`src/rtl/seg7_pkg.sv`:
```
// Shared seven-segment constants and the nibble-to-glyph decode.
// Glyph patterns are active-high, with bit order [6]=a ... [0]=g.
package seg7_pkg;

  localparam int unsigned SEG7_W     = 7;
  localparam int unsigned NIBBLE_W   = 4;
  localparam int unsigned MAX_DIGITS = 8;

  localparam logic [SEG7_W-1:0] SEG_0     = 7'b1111110;
  localparam logic [SEG7_W-1:0] SEG_1     = 7'b0110000;
  localparam logic [SEG7_W-1:0] SEG_2     = 7'b1101101;
  localparam logic [SEG7_W-1:0] SEG_3     = 7'b1111001;
  localparam logic [SEG7_W-1:0] SEG_4     = 7'b0110011;
  localparam logic [SEG7_W-1:0] SEG_5     = 7'b1011011;
  localparam logic [SEG7_W-1:0] SEG_6     = 7'b1011111;
  localparam logic [SEG7_W-1:0] SEG_7     = 7'b1110000;
  localparam logic [SEG7_W-1:0] SEG_8     = 7'b1111111;
  localparam logic [SEG7_W-1:0] SEG_9     = 7'b1111011;
  localparam logic [SEG7_W-1:0] SEG_A     = 7'b1110111;
  localparam logic [SEG7_W-1:0] SEG_B     = 7'b0011111;
  localparam logic [SEG7_W-1:0] SEG_C     = 7'b1001110;
  localparam logic [SEG7_W-1:0] SEG_D     = 7'b0111101;
  localparam logic [SEG7_W-1:0] SEG_E     = 7'b1001111;
  localparam logic [SEG7_W-1:0] SEG_F     = 7'b1000111;
  localparam logic [SEG7_W-1:0] SEG_BLANK = 7'b0000000;

  // Active-high glyph for a nibble; values above 9 go blank when hex_mode is 0.
  function automatic logic [SEG7_W-1:0] seg7_decode(input logic [NIBBLE_W-1:0] nibble,
                                                    input logic                hex_mode);
    logic [SEG7_W-1:0] pat;
    pat = SEG_BLANK;
    case (nibble)
      4'h0: pat = SEG_0;
      4'h1: pat = SEG_1;
      4'h2: pat = SEG_2;
      4'h3: pat = SEG_3;
      4'h4: pat = SEG_4;
      4'h5: pat = SEG_5;
      4'h6: pat = SEG_6;
      4'h7: pat = SEG_7;
      4'h8: pat = SEG_8;
      4'h9: pat = SEG_9;
      4'hA: pat = SEG_A;
      4'hB: pat = SEG_B;
      4'hC: pat = SEG_C;
      4'hD: pat = SEG_D;
      4'hE: pat = SEG_E;
      4'hF: pat = SEG_F;
    endcase
    if (!hex_mode && (nibble > 4'd9)) pat = SEG_BLANK;
    return pat;
  endfunction

endpackage

```
`src/rtl/seg7_glyph_rom.sv`:
```
// Combinational nibble -> active-high segment pattern.
// Ports: nibble (digit value), pattern_c (abcdefg, 1 = lit).
module seg7_glyph_rom
  import seg7_pkg::*;
#(
  parameter int unsigned HEX_MODE = 1
) (
  input  logic [NIBBLE_W-1:0] nibble,
  output logic [SEG7_W-1:0]   pattern_c
);

  assign pattern_c = seg7_decode(nibble, HEX_MODE != 0);

endmodule

```
`src/rtl/seven_segment_scanner.sv`:
```
// Time-multiplexed multi-digit seven-segment driver.
// Ports: CLOCK_50/reset_n clock and async active-low reset; enable gates scanning;
// load captures value/dp_in into shadow registers; blank_lz enables leading-zero
// blanking; seg_output/dp_out/digit_sel drive the display; frame_done pulses on wrap.
module seven_segment_scanner
  import seg7_pkg::*;
#(
  parameter int unsigned DIGITS         = 4,
  parameter int unsigned REFRESH_DIV    = 50000,
  parameter int unsigned HEX_MODE       = 1,
  parameter int unsigned SEG_ACTIVE_LOW = 1,
  parameter int unsigned SEL_ACTIVE_LOW = 1
) (
  input  logic                         CLOCK_50,
  input  logic                         reset_n,
  input  logic                         enable,
  input  logic                         load,
  input  logic [NIBBLE_W*DIGITS-1:0]   value,
  input  logic [DIGITS-1:0]            dp_in,
  input  logic                         blank_lz,
  output logic [SEG7_W-1:0]            seg_output,
  output logic                         dp_out,
  output logic [DIGITS-1:0]            digit_sel,
  output logic                         frame_done
);

  localparam int unsigned VAL_W = NIBBLE_W * DIGITS;
  localparam int unsigned IDX_W = (DIGITS > 1) ? $clog2(DIGITS) : 1;
  localparam int unsigned CNT_W = $clog2(REFRESH_DIV);

  localparam logic [IDX_W-1:0]  LAST_IDX = IDX_W'(DIGITS - 1);
  localparam logic [CNT_W-1:0]  LAST_CNT = CNT_W'(REFRESH_DIV - 1);
  localparam logic [SEG7_W-1:0] SEG_OFF  = (SEG_ACTIVE_LOW != 0) ? ~SEG_BLANK : SEG_BLANK;
  localparam logic              DP_OFF   = (SEG_ACTIVE_LOW != 0);
  localparam logic [DIGITS-1:0] SEL_OFF  = (SEL_ACTIVE_LOW != 0) ? {DIGITS{1'b1}} : {DIGITS{1'b0}};

  logic [VAL_W-1:0]    shadow_val, val_eff;
  logic [DIGITS-1:0]   shadow_dp, dp_eff;
  logic [CNT_W-1:0]    count, count_nxt;
  logic [IDX_W-1:0]    index, index_nxt, idx_new;
  logic                enable_q;
  logic                start_c, tick_c, update_c;
  logic [NIBBLE_W-1:0] nib_c;
  logic                dp_sel_c, upper_nonzero_c, lz_blank_c, hex_blank_c;
  logic [DIGITS-1:0]   sel_onehot_c;
  logic [SEG7_W-1:0]   glyph_c, seg_hi_c;
  logic                dp_hi_c;
  logic [SEG7_W-1:0]   seg_nxt;
  logic                dp_nxt;
  logic [DIGITS-1:0]   sel_nxt;
  logic                frame_nxt;

  // Digit selection: a load on the update edge is forwarded so the new value shows at once.
  always_comb begin
    val_eff         = load ? value : shadow_val;
    dp_eff          = load ? dp_in : shadow_dp;
    start_c         = enable & ~enable_q;
    tick_c          = enable & ~start_c & (count == LAST_CNT);
    update_c        = start_c | tick_c;
    nib_c           = '0;
    dp_sel_c        = 1'b0;
    sel_onehot_c    = '0;
    upper_nonzero_c = 1'b0;

    if (start_c || (index == LAST_IDX)) idx_new = '0;
    else                                idx_new = index + IDX_W'(1);

    for (int j = 0; j < DIGITS; j++) begin
      if (IDX_W'(j) == idx_new) begin
        nib_c           = val_eff[j*NIBBLE_W +: NIBBLE_W];
        dp_sel_c        = dp_eff[j];
        sel_onehot_c[j] = 1'b1;
      end
      // Any non-zero nibble at or above the new digit keeps it from being a leading zero.
      if ((IDX_W'(j) >= idx_new) && (val_eff[j*NIBBLE_W +: NIBBLE_W] != '0))
        upper_nonzero_c = 1'b1;
    end
  end

  seg7_glyph_rom #(
    .HEX_MODE (HEX_MODE)
  ) u_glyph_rom (
    .nibble    (nib_c),
    .pattern_c (glyph_c)
  );

  // Next-state and output update; outputs only change on start/tick or when disabled.
  always_comb begin
    lz_blank_c  = blank_lz && (idx_new != '0) && !upper_nonzero_c;
    hex_blank_c = (HEX_MODE == 0) && (nib_c > 4'd9);
    seg_hi_c    = lz_blank_c ? SEG_BLANK : glyph_c;
    dp_hi_c     = dp_sel_c && !lz_blank_c && !hex_blank_c;

    count_nxt = count;
    index_nxt = index;
    seg_nxt   = seg_output;
    dp_nxt    = dp_out;
    sel_nxt   = digit_sel;
    frame_nxt = 1'b0;

    if (!enable) begin
      count_nxt = '0;
      index_nxt = '0;
      seg_nxt   = SEG_OFF;
      dp_nxt    = DP_OFF;
      sel_nxt   = SEL_OFF;
    end else if (update_c) begin
      count_nxt = '0;
      index_nxt = idx_new;
      seg_nxt   = (SEG_ACTIVE_LOW != 0) ? ~seg_hi_c : seg_hi_c;
      dp_nxt    = (SEG_ACTIVE_LOW != 0) ? ~dp_hi_c : dp_hi_c;
      sel_nxt   = (SEL_ACTIVE_LOW != 0) ? ~sel_onehot_c : sel_onehot_c;
      frame_nxt = tick_c && (index == LAST_IDX);
    end else begin
      count_nxt = count + CNT_W'(1);
    end
  end

  // State and output registers.
  always_ff @(posedge CLOCK_50 or negedge reset_n) begin
    if (!reset_n) begin
      shadow_val <= '0;
      shadow_dp  <= '0;
      count      <= '0;
      index      <= '0;
      enable_q   <= 1'b0;
      seg_output <= SEG_OFF;
      dp_out     <= DP_OFF;
      digit_sel  <= SEL_OFF;
      frame_done <= 1'b0;
    end else begin
      shadow_val <= val_eff;
      shadow_dp  <= dp_eff;
      count      <= count_nxt;
      index      <= index_nxt;
      enable_q   <= enable;
      seg_output <= seg_nxt;
      dp_out     <= dp_nxt;
      digit_sel  <= sel_nxt;
      frame_done <= frame_nxt;
    end
  end

endmodule

```
`config.mk`:
```
export PLATFORM = sky130hd
export DESIGN_NAME = seven_segment_scanner
export DESIGN_NICKNAME = d
export VERILOG_FILES = /design/src/rtl/seg7_pkg.sv /design/src/rtl/seg7_glyph_rom.sv /design/src/rtl/seven_segment_scanner.sv
export SDC_FILE = /design/constraint.sdc
export NUM_CORES = 1
export LEC_CHECK = 0
export CORE_ASPECT_RATIO = 0.9
export CORE_MARGIN = 2
export CORE_UTILIZATION = 35
export CTS_BUF_LIST = sky130_fd_sc_hd__clkbuf_8 sky130_fd_sc_hd__clkbuf_16
export CTS_CLUSTER_SIZE = 30
export DETAILED_ROUTE_END_ITERATION = 10
export GPL_TIMING_DRIVEN = 0
export MAX_ROUTING_LAYER = met4
export SLEW_MARGIN = 10
export SYNTH_ARGS = -nofsm -noshare
export SYNTH_HDL_FRONTEND = slang
export SYNTH_HIERARCHICAL = 1
export SYNTH_SLANG_ARGS = --single-unit
```
`constraint.sdc`:
```
create_clock -name CLOCK_50 -period 2.76 [get_ports CLOCK_50]
set_clock_uncertainty 0.05 [all_clocks]
set_input_delay 0.276 -clock CLOCK_50 [delete_from_list [all_inputs] [get_ports CLOCK_50]]
set_output_delay 0.276 -clock CLOCK_50 [all_outputs]
set_load 0.1 [all_outputs]
```
Word-level counts from Yosys, hierarchy flattened

Memories as Yosys holds them, arrays and structs flattened.
Cells that the tools add are included.
W data, S select, Z words.

Register bits: 52
Bits in read-only memories: 112
Memories: 1

Memory list:

| memory          | words | bits a word | rd ports | clocked after Yosys merged registers in | wr ports | RTL line       | source |
|---|---|---|---|---|---|---|---|
| (no name shown) | 16    | 7           | 1        | 0                                       | 0        | seg7_pkg.sv:32 | `case (nibble)` |

$add $sub $neg: 2
$lt $le $gt $ge: 4
Equal/unequal tests: 6
Multiplexer cells: 32
Bitwise logic cells: 9
Reduce and logical (&&, ||, !) cells: 17

Operators by type and width:

| cell                    | count |
|---|---|
| $mux W16                | 3 |
| $mux W4                 | 7 |
| $mux W7                 | 3 |
| $add A16 B1 Y16 const B | 1 |
| $eq A16 B16 Y1 const B  | 1 |
| $mux W1                 | 16 |
| $reduce_bool A4 Y1      | 4 |
| $logic_and A1 B1 Y1     | 8 |
| $not A7 Y7              | 1 |
| $mux W2                 | 3 |
| $eq A2 B2 Y1 const A    | 2 |
| $ge A1 B2 Y1 const A    | 2 |
| $ge A2 B2 Y1 const A    | 2 |
| $not A4 Y4              | 1 |
| $and A1 B1 Y1           | 3 |
| $not A1 Y1              | 3 |
| $add A2 B1 Y2 const B   | 1 |
| $eq A1 B2 Y1 const A    | 1 |
| $eq A2 B2 Y1 const B    | 1 |
| $logic_not A1 Y1        | 2 |
| $logic_not A2 Y1        | 1 |
| $ne A2 B1 Y1 const B    | 1 |
| $reduce_bool A2 Y1      | 1 |
| $logic_or A1 B1 Y1      | 1 |
| $or A1 B1 Y1            | 1 |

Depth between registers and ports, before layout

Gate-level depths: netlist of the first run.

Depth in word-level cells: 17
Gate-level depth with buffers: 11
Gate-level depth less buffers: 10

Cells and area by module

Netlist of the first run, hierarchy kept.

Modules (own cells, without submodules):

| module                | instances | cells an instance | area each (um2) | sequential area each (um2) |
|---|---|---|---|---|
| seven_segment_scanner | 1         | 230               | 2532.4          | 1316.3 |
| seg7_glyph_rom        | 1         | 33                | 287.8           | 0.0 |

Least setup slack after synthesis of the first run

Ideal clock, no wire load.

Path kind: register to register
Start point: reg index[0]
End point: reg seg_output[3]
Arrival time: 2.559 ns
Required time: 2.636 ns
Slack: 0.077 ns
Cell stages (with the launch flop): 11
Buffers on the path: 2
Period minus slack after synthesis: 2.683 ns
Cells stage by stage: dfrtp_1 > ha_1 > clkbuf_1 > clkbuf_1 > nand3_1 > o21ai_0 > a21o_1 > inv_1 > ha_1 > mux4_1 > a21oi_1

Elaborated cells on any way between the ends: 33

RTL lines:

| item                                                                  | RTL line                     | source |
|---|---|---|
| start: declaration                                                    | seven_segment_scanner.sv:40  | `logic [IDX_W-1:0] index, index_nxt, idx_new;` |
| start signal: assignment                                              | seven_segment_scanner.sv:135 | `index <= index_nxt;` |
| parallel branches: the longest is 2 deep, another holds $add A2 B1 Y2 | n/a                          |  |
| $mux W2 *                                                             | seven_segment_scanner.sv:65  | `if (start_c \|\| (index == LAST_IDX)) idx_new = '0;` |
| $logic_not A2 Y1                                                      | seven_segment_scanner.sv:69  | `if (IDX_W'(j) == idx_new) begin` |
| $mux W4 (3 in a row)                                                  | seven_segment_scanner.sv:69  |  |
| $mux W4 *                                                             | seven_segment_scanner.sv:69  |  |
| net nib_c[0]                                                          | seven_segment_scanner.sv:43  | `logic [NIBBLE_W-1:0] nib_c;` |
| $mem_v2 Z16 W7 *                                                      | n/a                          |  |
| net glyph_c[3]                                                        | seven_segment_scanner.sv:46  | `logic [SEG7_W-1:0] glyph_c, seg_hi_c;` |
| $mux W7 *                                                             | seven_segment_scanner.sv:91  | `seg_hi_c = lz_blank_c ? SEG_BLANK : glyph_c;` |
| $not A7 Y7 *                                                          | seven_segment_scanner.sv:110 | `seg_nxt = (SEG_ACTIVE_LOW != 0) ? ~seg_hi_c : seg_hi_c;` |
| $mux W7 *                                                             | seven_segment_scanner.sv:107 | `end else if (update_c) begin` |
| $mux W7 *                                                             | seven_segment_scanner.sv:101 | `if (!enable) begin` |
| end signal: assignment                                                | seven_segment_scanner.sv:137 | `seg_output <= seg_nxt;` |
| end: declaration                                                      | seven_segment_scanner.sv:21  | `output logic [SEG7_W-1:0] seg_output,` |

Mark *: on every way through the listed nets, which the timed path passes. The select of a mux whose other input is x is not followed.
A chain may end at the register's enable or synchronous reset.

Final worst setup path of the first run

Ends and elaborated chain as after synthesis.

==> results of run 1 <==
## cell families (layout without fill, tap and decap cells)
logic type,after synthesis,after routing
AND/OR/NAND/NOR,89,89
flip-flops,52,52
AO/OA/AOI/OAI,45,45
multiplexers,28,28
buffers and inverters,28,77
XOR/XNOR,12,12
adder cells (fa/ha/maj),9,9
## how the worst max path moves through the flow
stage / startpoint / end / slack (ns) / cells after the start
after floorplan: index[0] / seg_output[3] / 0.08 / 10
after global placement: enable / seg_output[3] / -0.47 / 11
after detailed placement: enable / seg_output[3] / -0.48 / 11
after CTS: index[0] / seg_output[3] / 0.01 / 8
after global routing: index[0] / seg_output[3] / -0.03 / 8
final: index[0] / seg_output[3] / 0.05 / 8
## routing by layer
| metal | vias up | GRT usage | wire (um) |
|---|---|---|---|
| met3 | 6 | 0.0242 | 157 |
| met1 | 989 | 0.206 | 3040 |
| li1 | 1025 | - | - |
| met5 | - | - | 0 |
| met4 | 0 | 0.0374 | 61 |
| met2 | 29 | 0.222 | 2720 |
## registers in the layout, indices dropped and copies added, names as in the netlist
register	cells
frame_done	1
seg_output	7
dp_out	1
index	2
shadow_val	16
digit_sel	4
enable_q	1
count	16
shadow_dp	4
## what timing repair did
item	CTS	global route
cloned	0	0
pin swaps	0	1
endpoints found under the setup margin	7	5
endpoints found under the hold margin	22	0
setup buffers	2	3
gates resized for setup	5	11
hold buffers	1	0
## area by class of cell
cell class              count  area (sq um)
repair buffers             43           425
multi-input cells         183          1400
clock inverters             2          38.8
well taps                  99           124
clock buffers               6          82.6
inverters                  15          56.3
flip-flops and latches     52          1320
fillers                   739          4420
plain buffers              11          87.6
## cell usage in the layout, fill, tap and decap left out, types with 3 or more instances in the layout
master           instances
clkdlybuf4s50_1         34
a21oi_2                  4
o32a_1                   3
mux2_2                  18
ha_1                     8
mux2i_1                  8
buf_4                    7
and4_1                   4
o21ai_0                  7
nor3_1                   5
dfstp_2                 12
nand4_1                  3
nand3_1                  7
dfrtp_1                 40
buf_2                    6
xor2_1                   7
nand2_1                 11
or4_1                    3
clkbuf_8                 6
nor2_1                  34
a21oi_1                 12
xnor2_1                  5
inv_1                   15
a21o_1                   4
## cells in the mapped netlist (all sizes together) (3+ instances only)
cell type	count	area share
dfrtp	40	0.35
nor2	35	0.047
mux2	18	0.072
a21oi	16	0.034
inv	15	0.020
dfstp	12	0.11
nand2	11	0.015
ha	9	0.040
buf	8	0.025
mux2i	8	0.028
o21ai	8	0.016
nand3	7	0.012
xor2	7	0.022
clkbuf	5	0.0067
nor3	5	0.0089
xnor2	5	0.016
a21o	4	0.011
and4	4	0.012
nand4	3	0.0067
nor2b	3	0.0067
o32a	3	0.011
o32ai	3	0.0093
or3	3	0.0067
or4	3	0.0080
## stage by stage
step / setup TNS, ns / total power (uW) / setup WS, ns / instance area, sq um
floorplan: 0 / 1310 / 0.0769 / 2820
global placement: -10.67 / 1460 / -0.472 / 3300
detailed placement: -2.04 / 1470 / -0.477 / 3320
CTS: 0 / 2040 / 0.0141 / 3480
global route: -0.0294 / 2150 / -0.0294 / 3530
finish: 0 / 2040 / 0.0486 / 3530
## power breakdown
group | internal (uW) | total [uW] | switching (uW) | leakage, uW
Clock | 297 | 559 | 262 | 0.0000614
Sequential | 830 | 857 | 26.2 | 0.000635
Combinational | 247 | 628 | 381 | 0.000781
Total | 1370 | 2040 | 669 | 0.00148
==> key figures, run 1 <==
Outcome
  – Status: finished, final reports clean

Floorplanning
  – Initial Util: 0.355
  – Total core area: 7950 sq um
  – Die span in y: 89.2 um
  – Full die area: 8790 sq um
  – Chip width: 98.6 um
  – Rows: 31
  – I/O pin count: 38

Timing
  – Fmax: around 370 MHz
  – Final Critical Period: 2.71 ns
  – Slew Viols, Final: 0
  – Tcrit/Tclk final: 0.982
  – Setup-failing EPs final: 0
  – Slew @ Worst Pin: approximately 0.97 ns
  – Final hold slack: 0.165 ns
  – Worst slew margin: 0.351
  – Hold Fails Final Rpt: 0

Setup path
  – Worst r2r src: index[0]
  – Startpoint types: flip-flop
  – Crit-path cells: buf_4 -> or3_4 -> o32ai_2 -> a21o_1 -> inv_1 -> ha_1 -> mux4_1 -> a21oi_1
  – Critical path class: reg -> reg
  – Max FO, Critical Path: 9
  – Setup crit end kind: flip-flop
  – Cell family with most CP delay: compound AO/OA/AOI/OAI gates
  – Critical path data arrival time: just under 3 ns
  – RR Endpoint: seg_output[3]
  – Required @ worst endpoint: ~3.0 ns
  – Flop2flop setup slack: 0.05 ns
  – Slowest-stage cell, CP: mux4_1
  – Critical path buffers and inverters: 2
  – Reg2reg path depth: 8
  – Slowest stage delay, CP: approximately 0.49 ns

Synthesis
  – Compound-cell area share of the yosys netlist: 0.116
  – Multiplexer area fraction after synthesis: 0.118
  – Avg Inst Size Synth: 10.7 sq um
  – Post-Synthesis Cells: 263
  – Sequential-to-total area share from yosys stat: 0.467
  – Top_reg_cell synth: dfrtp_1
  – EDFF count, synth: 0
  – Asr flop ratio synth: 1.00
  – Synth cell types: 53
  – Number of synthesis warnings: 6
  – Post-Synth XOR/XNOR Area: 0.0373
  – Synth Area in Adders: 0.0399
  – Syn Nets: between 200 and 300
  – Main combinational cell family by area after synthesis: simple AND/OR/NAND/NOR gates
  – Post-synthesis cell area: ~2800 sq um
  – Post-synthesis register bit count: 52
  – Simple-gate area share of the yosys netlist: 0.171

Global routing
  – Total gr overflow: 0
  – Global-route wire length before repair: 10.0 mm
  – Vias in the first global route: 2,056
  – Total track usage: 0.146
  – Largest net degree at the start of global routing: 30
  – Initial antenna violation count: 0

Hold path
  – HP Start: enable
  – Hold EP: enable_q
  – Worst hold path depth: 1
  – Min-Delay Path Class: in -> reg

Drt
  – Drt pass-1 iters: 4
  – ANT nets after route: 0
  – Drt drc: 0
  – Drt initial violations: 86
  – Via count: 2,049
  – Via density: 4.99
  – Wirelength per Cell: about 15 um
  – Total wire length: 5.98 mm

Cells and area
  – Share of layout cells above drive strength 1: 0.234
  – Final nets: ~350
  – Final Core Density: 0.444
  – Fin cells: 411
  – Layout area overhead: 25.1%
  – ANT cells: 0

Clocking
  – Cts bufs inserted: 5
  – Worst-path clk slew: 0.10 ns
  – Clock latency at the later pin of the worst-skew pair: 0.31 ns
  – CTS tree: done
  – CTS Buffer Depth: 2
  – Clock root cell: clkbuf_8
  – TritonCTS Sinks: 52
  – H-Tree Depth: 2

Power and ir drop
  – Pwr dens: 579 nW/um^2
  – Pleak: roughly 0.0015 uW
  – Max VDD drop: 278 uV

Job
  – Max Cap Violations: 0

Placed design
  – Placed cell count: 399
  – GPL Wtd Cong: 0.850
  – Buffers on Ports: 36
  – DPL Wire Length: 4.42 mm
Note: power is estimated with default switching activity, not from simulation.
==> run 2, diff against run 1 <==
--- a/config.mk
+++ b/config.mk
@@ -6,7 +6,7 @@
 export NUM_CORES = 1
 export LEC_CHECK = 0
 export CORE_ASPECT_RATIO = 0.9
-export CORE_MARGIN = 2
+export CORE_MARGIN = 1
 export CORE_UTILIZATION = 35
 export CTS_BUF_LIST = sky130_fd_sc_hd__clkbuf_8 sky130_fd_sc_hd__clkbuf_16
 export CTS_CLUSTER_SIZE = 30
==> constraint.sdc (replaced) <==
create_clock -name CLOCK_50 -period 2.6 [get_ports CLOCK_50]
set_clock_uncertainty 0.05 [all_clocks]
set_input_delay 0.26 -clock CLOCK_50 [delete_from_list [all_inputs] [get_ports CLOCK_50]]
set_output_delay 0.26 -clock CLOCK_50 [all_outputs]
set_load 0.1 [all_outputs]
==> run 2 against run 1 <==
Net effect:
- the run now ends with hold timing left
- sequential share of layout area down 0.85 points
- largest power group unchanged
- cell area up 2.3%
- largest cell class unchanged
- highest routed layer unchanged
- wire length up 3.0%
- power increased by 11%
- maximum frequency grew 7.9%
- critical path depth did not move
==> key figures, run 2 (synthesis gave the netlist of run 1 again) <==
Outcome
  – Status: finished with violations (was finished, final reports clean)
  – Violated checks: hold timing

Setup path
  – Flop2flop setup slack: 0.09 ns (was 0.05 ns)
  – Critical Path Source: index[0] (unchanged)
  – Worst Setup EP: seg_output[3] (unchanged)
  – Critical path class: reg -> reg (unchanged)
  – Critical path data arrival time: 2.71 ns (was 2.90 ns)
  – Reg2reg path depth: 8 (unchanged)
  – Startpoint types: flip-flop (unchanged)
  – Max FO, Critical Path: 4 (was 9)
  – Required @ worst endpoint: 2.80 ns (was 2.95 ns)
  – Setup crit end kind: flip-flop (unchanged)
  – Worst r2r src: index[0] (unchanged)
  – RR Endpoint: seg_output[3] (unchanged)

Timing
  – Fmax: 398 MHz (was 369 MHz)
  – Slew Viols, Final: 0 (unchanged)
  – Hold Fails Final Rpt: 13 (was 0)
  – Slew @ Worst Pin: 0.983 ns (was 0.971 ns)
  – Worst slew margin: 0.343 (was 0.351)
  – Tcrit/Tclk final: 0.966 (was 0.982)
  – Final Critical Period: 2.51 ns (was 2.71 ns)
  – Setup-failing EPs final: 0 (unchanged)
  – Final hold slack: -0.0200 ns (was 0.165 ns)

Floorplanning
  – Full die area: 8420 sq um (was 8790 sq um)
  – Total core area: 7660 sq um (was 7950 sq um)
  – Initial Util: 0.368 (was 0.355)
  – Die span in y: 87.2 um (was 89.2 um)
  – Chip width: 96.6 um (was 98.6 um)
  – I/O pin count: 38 (unchanged)
  – Rows: 30 (was 31)

Hold path
  – Min-Delay Path Class: in -> async (was in -> reg)

Power and ir drop
  – Pwr dens: 629 nW/um^2 (was 579 nW/um^2)
  – Total Power: 2270 uW (was 2040 uW)
  – Pleak: 0.00150 uW (was 0.00148 uW)
  – Max VDD drop: 320 uV (was 278 uV)

Cells and area
  – Commonest non-fill, non-tap cell in the layout: dfrtp_1 (unchanged)
  – Filler cells: 729 (was 739)
  – Share of layout cells above drive strength 1: 0.272 (was 0.234)
  – Final nets: 349 (was 345)
  – Top flop regs: count (16), shadow_val (16), seg_output (7) (unchanged)
  – ANT cells: 0 (unchanged)
  – Fin cells: 412 (was 411)
  – Layout area overhead: 28.0% (was 25.1%)
  – Most frequent cells in the layout: dfrtp_1 (40), clkdlybuf4s50_1 (34), nor2_1 (33), mux2_2 (18), inv_1 (14) (was dfrtp_1 (40), nor2_1 (34), clkdlybuf4s50_1 (34), mux2_2 (18), inv_1 (15))

Clocking
  – H-Tree Depth: 2 (unchanged)
  – Worst-path clk slew: 0.10 ns (about the same)
  – Clock latency at the later pin of the worst-skew pair: 0.30 ns (was 0.31 ns)
  – TritonCTS Sinks: 52 (unchanged)
  – CTS tree: done (unchanged)
  – Cts bufs inserted: 5 (unchanged)
  – Clock root cell: clkbuf_8 (unchanged)
  – CTS Buffer Depth: 2 (unchanged)
  – Hold_buf cts: 0 (was 1)

Global routing
  – Largest net degree at the start of global routing: 35 (was 30)
  – Vias in the first global route: 2,181 (was 2,056)
  – Global-route wire length before repair: 10.6 mm (was 10.0 mm)
  – Initial antenna violation count: 0 (unchanged)
  – Total track usage: 0.161 (was 0.146)
  – Total gr overflow: 0 (unchanged)

Drt
  – Drt pass-1 iters: 4 (unchanged)
  – ANT nets after route: 0 (unchanged)
  – Via density: 5.08 (was 4.99)
  – Drt drc: 0 (unchanged)
  – Total wire length: 6.16 mm (was 5.98 mm)
  – Wirelength per Cell: 14.9 um (was 14.5 um)
  – Via count: 2,095 (was 2,049)
  – Drt initial violations: 67 (was 86)

Placed design
  – Buffers on Ports: 36 (unchanged)
  – Placed cell count: 396 (was 399)
  – DPL Wire Length: 4.45 mm (was 4.42 mm)
  – GPL Wtd Cong: 0.845 (was 0.850)

Job
  – Max Cap Violations: 0 (unchanged)
-- run 2: worst min-delay path by stage --
stage | end | slack, ns | startpoint | cells past startpoint
6_report | shadow_dp[3] | -0.02 | reset_n | 1
5_1_grt | shadow_dp[3] | 0.05 | reset_n | 1
4_1_cts | shadow_dp[3] | 0.02 | reset_n | 1
3_5_place_dp | shadow_dp[3] | 0.35 | reset_n | 1
3_3_place_gp | count[0] | 0.39 | count[0] | 1
2_1_floorplan | count[0] | -0.09 | reset_n | 0
-- run 2: repair_timing --
item / CTS / global route
gates resized for setup: 11 / 10
pin swaps: 4 / 2
endpoints found under the setup margin: 7 / 6
buffers inserted: 6 / 4
cloned: 0 / 0
-- run 2: power breakdown --
group	switching [uW]	internal, uW
clock	272	381
sequential	27.5	881
combinational	424	284
total	724	1550
-- run 2: worst max-delay path: stages (launching register included) --
cell	delay [ns]
dfrtp_1	0.43
ha_4	0.19
or3_4	0.43
o32ai_2	0.27
a21o_1	0.19
inv_2	0.10
ha_4	0.22
mux4_2	0.46
a21oi_2	0.12
-- run 2: per-stage QoR --
step	cell area, sq um	setup TNS [ns]	worst slack, ns	utilization
floorplan	2850	0	0.0257	-
global placement	3330	-17.17	-0.620	0.435
detailed placement	3350	-3.33	-0.653	0.438
CTS	3560	0	0.00245	0.465
global route	3610	-0.00258	-0.00258	0.471
finish	3610	0	0.0879	0.471
-- run 2: metal layers --
metal / vias to the layer above / share of wire / track usage
met5: - / 0 / -
met4: 0 / 0.0093 / 0.0366
met3: 5 / 0.026 / 0.0249
met2: 35 / 0.46 / 0.260
met1: 1021 / 0.51 / 0.217
li1: 1034 / - / -
-- run 2: cell type report --
cell class,instances,area [sq um],share of cell area
buffer,11,92.6,0.0256
clock buffer,5,68.8,0.0191
clock inverter,3,63.8,0.0177
inverter,15,56.3,0.0156
multi-input combinational,183,1430,0.397
sequential,52,1320,0.365
tap,96,120,0.0333
timing repair buffer,47,460,0.128
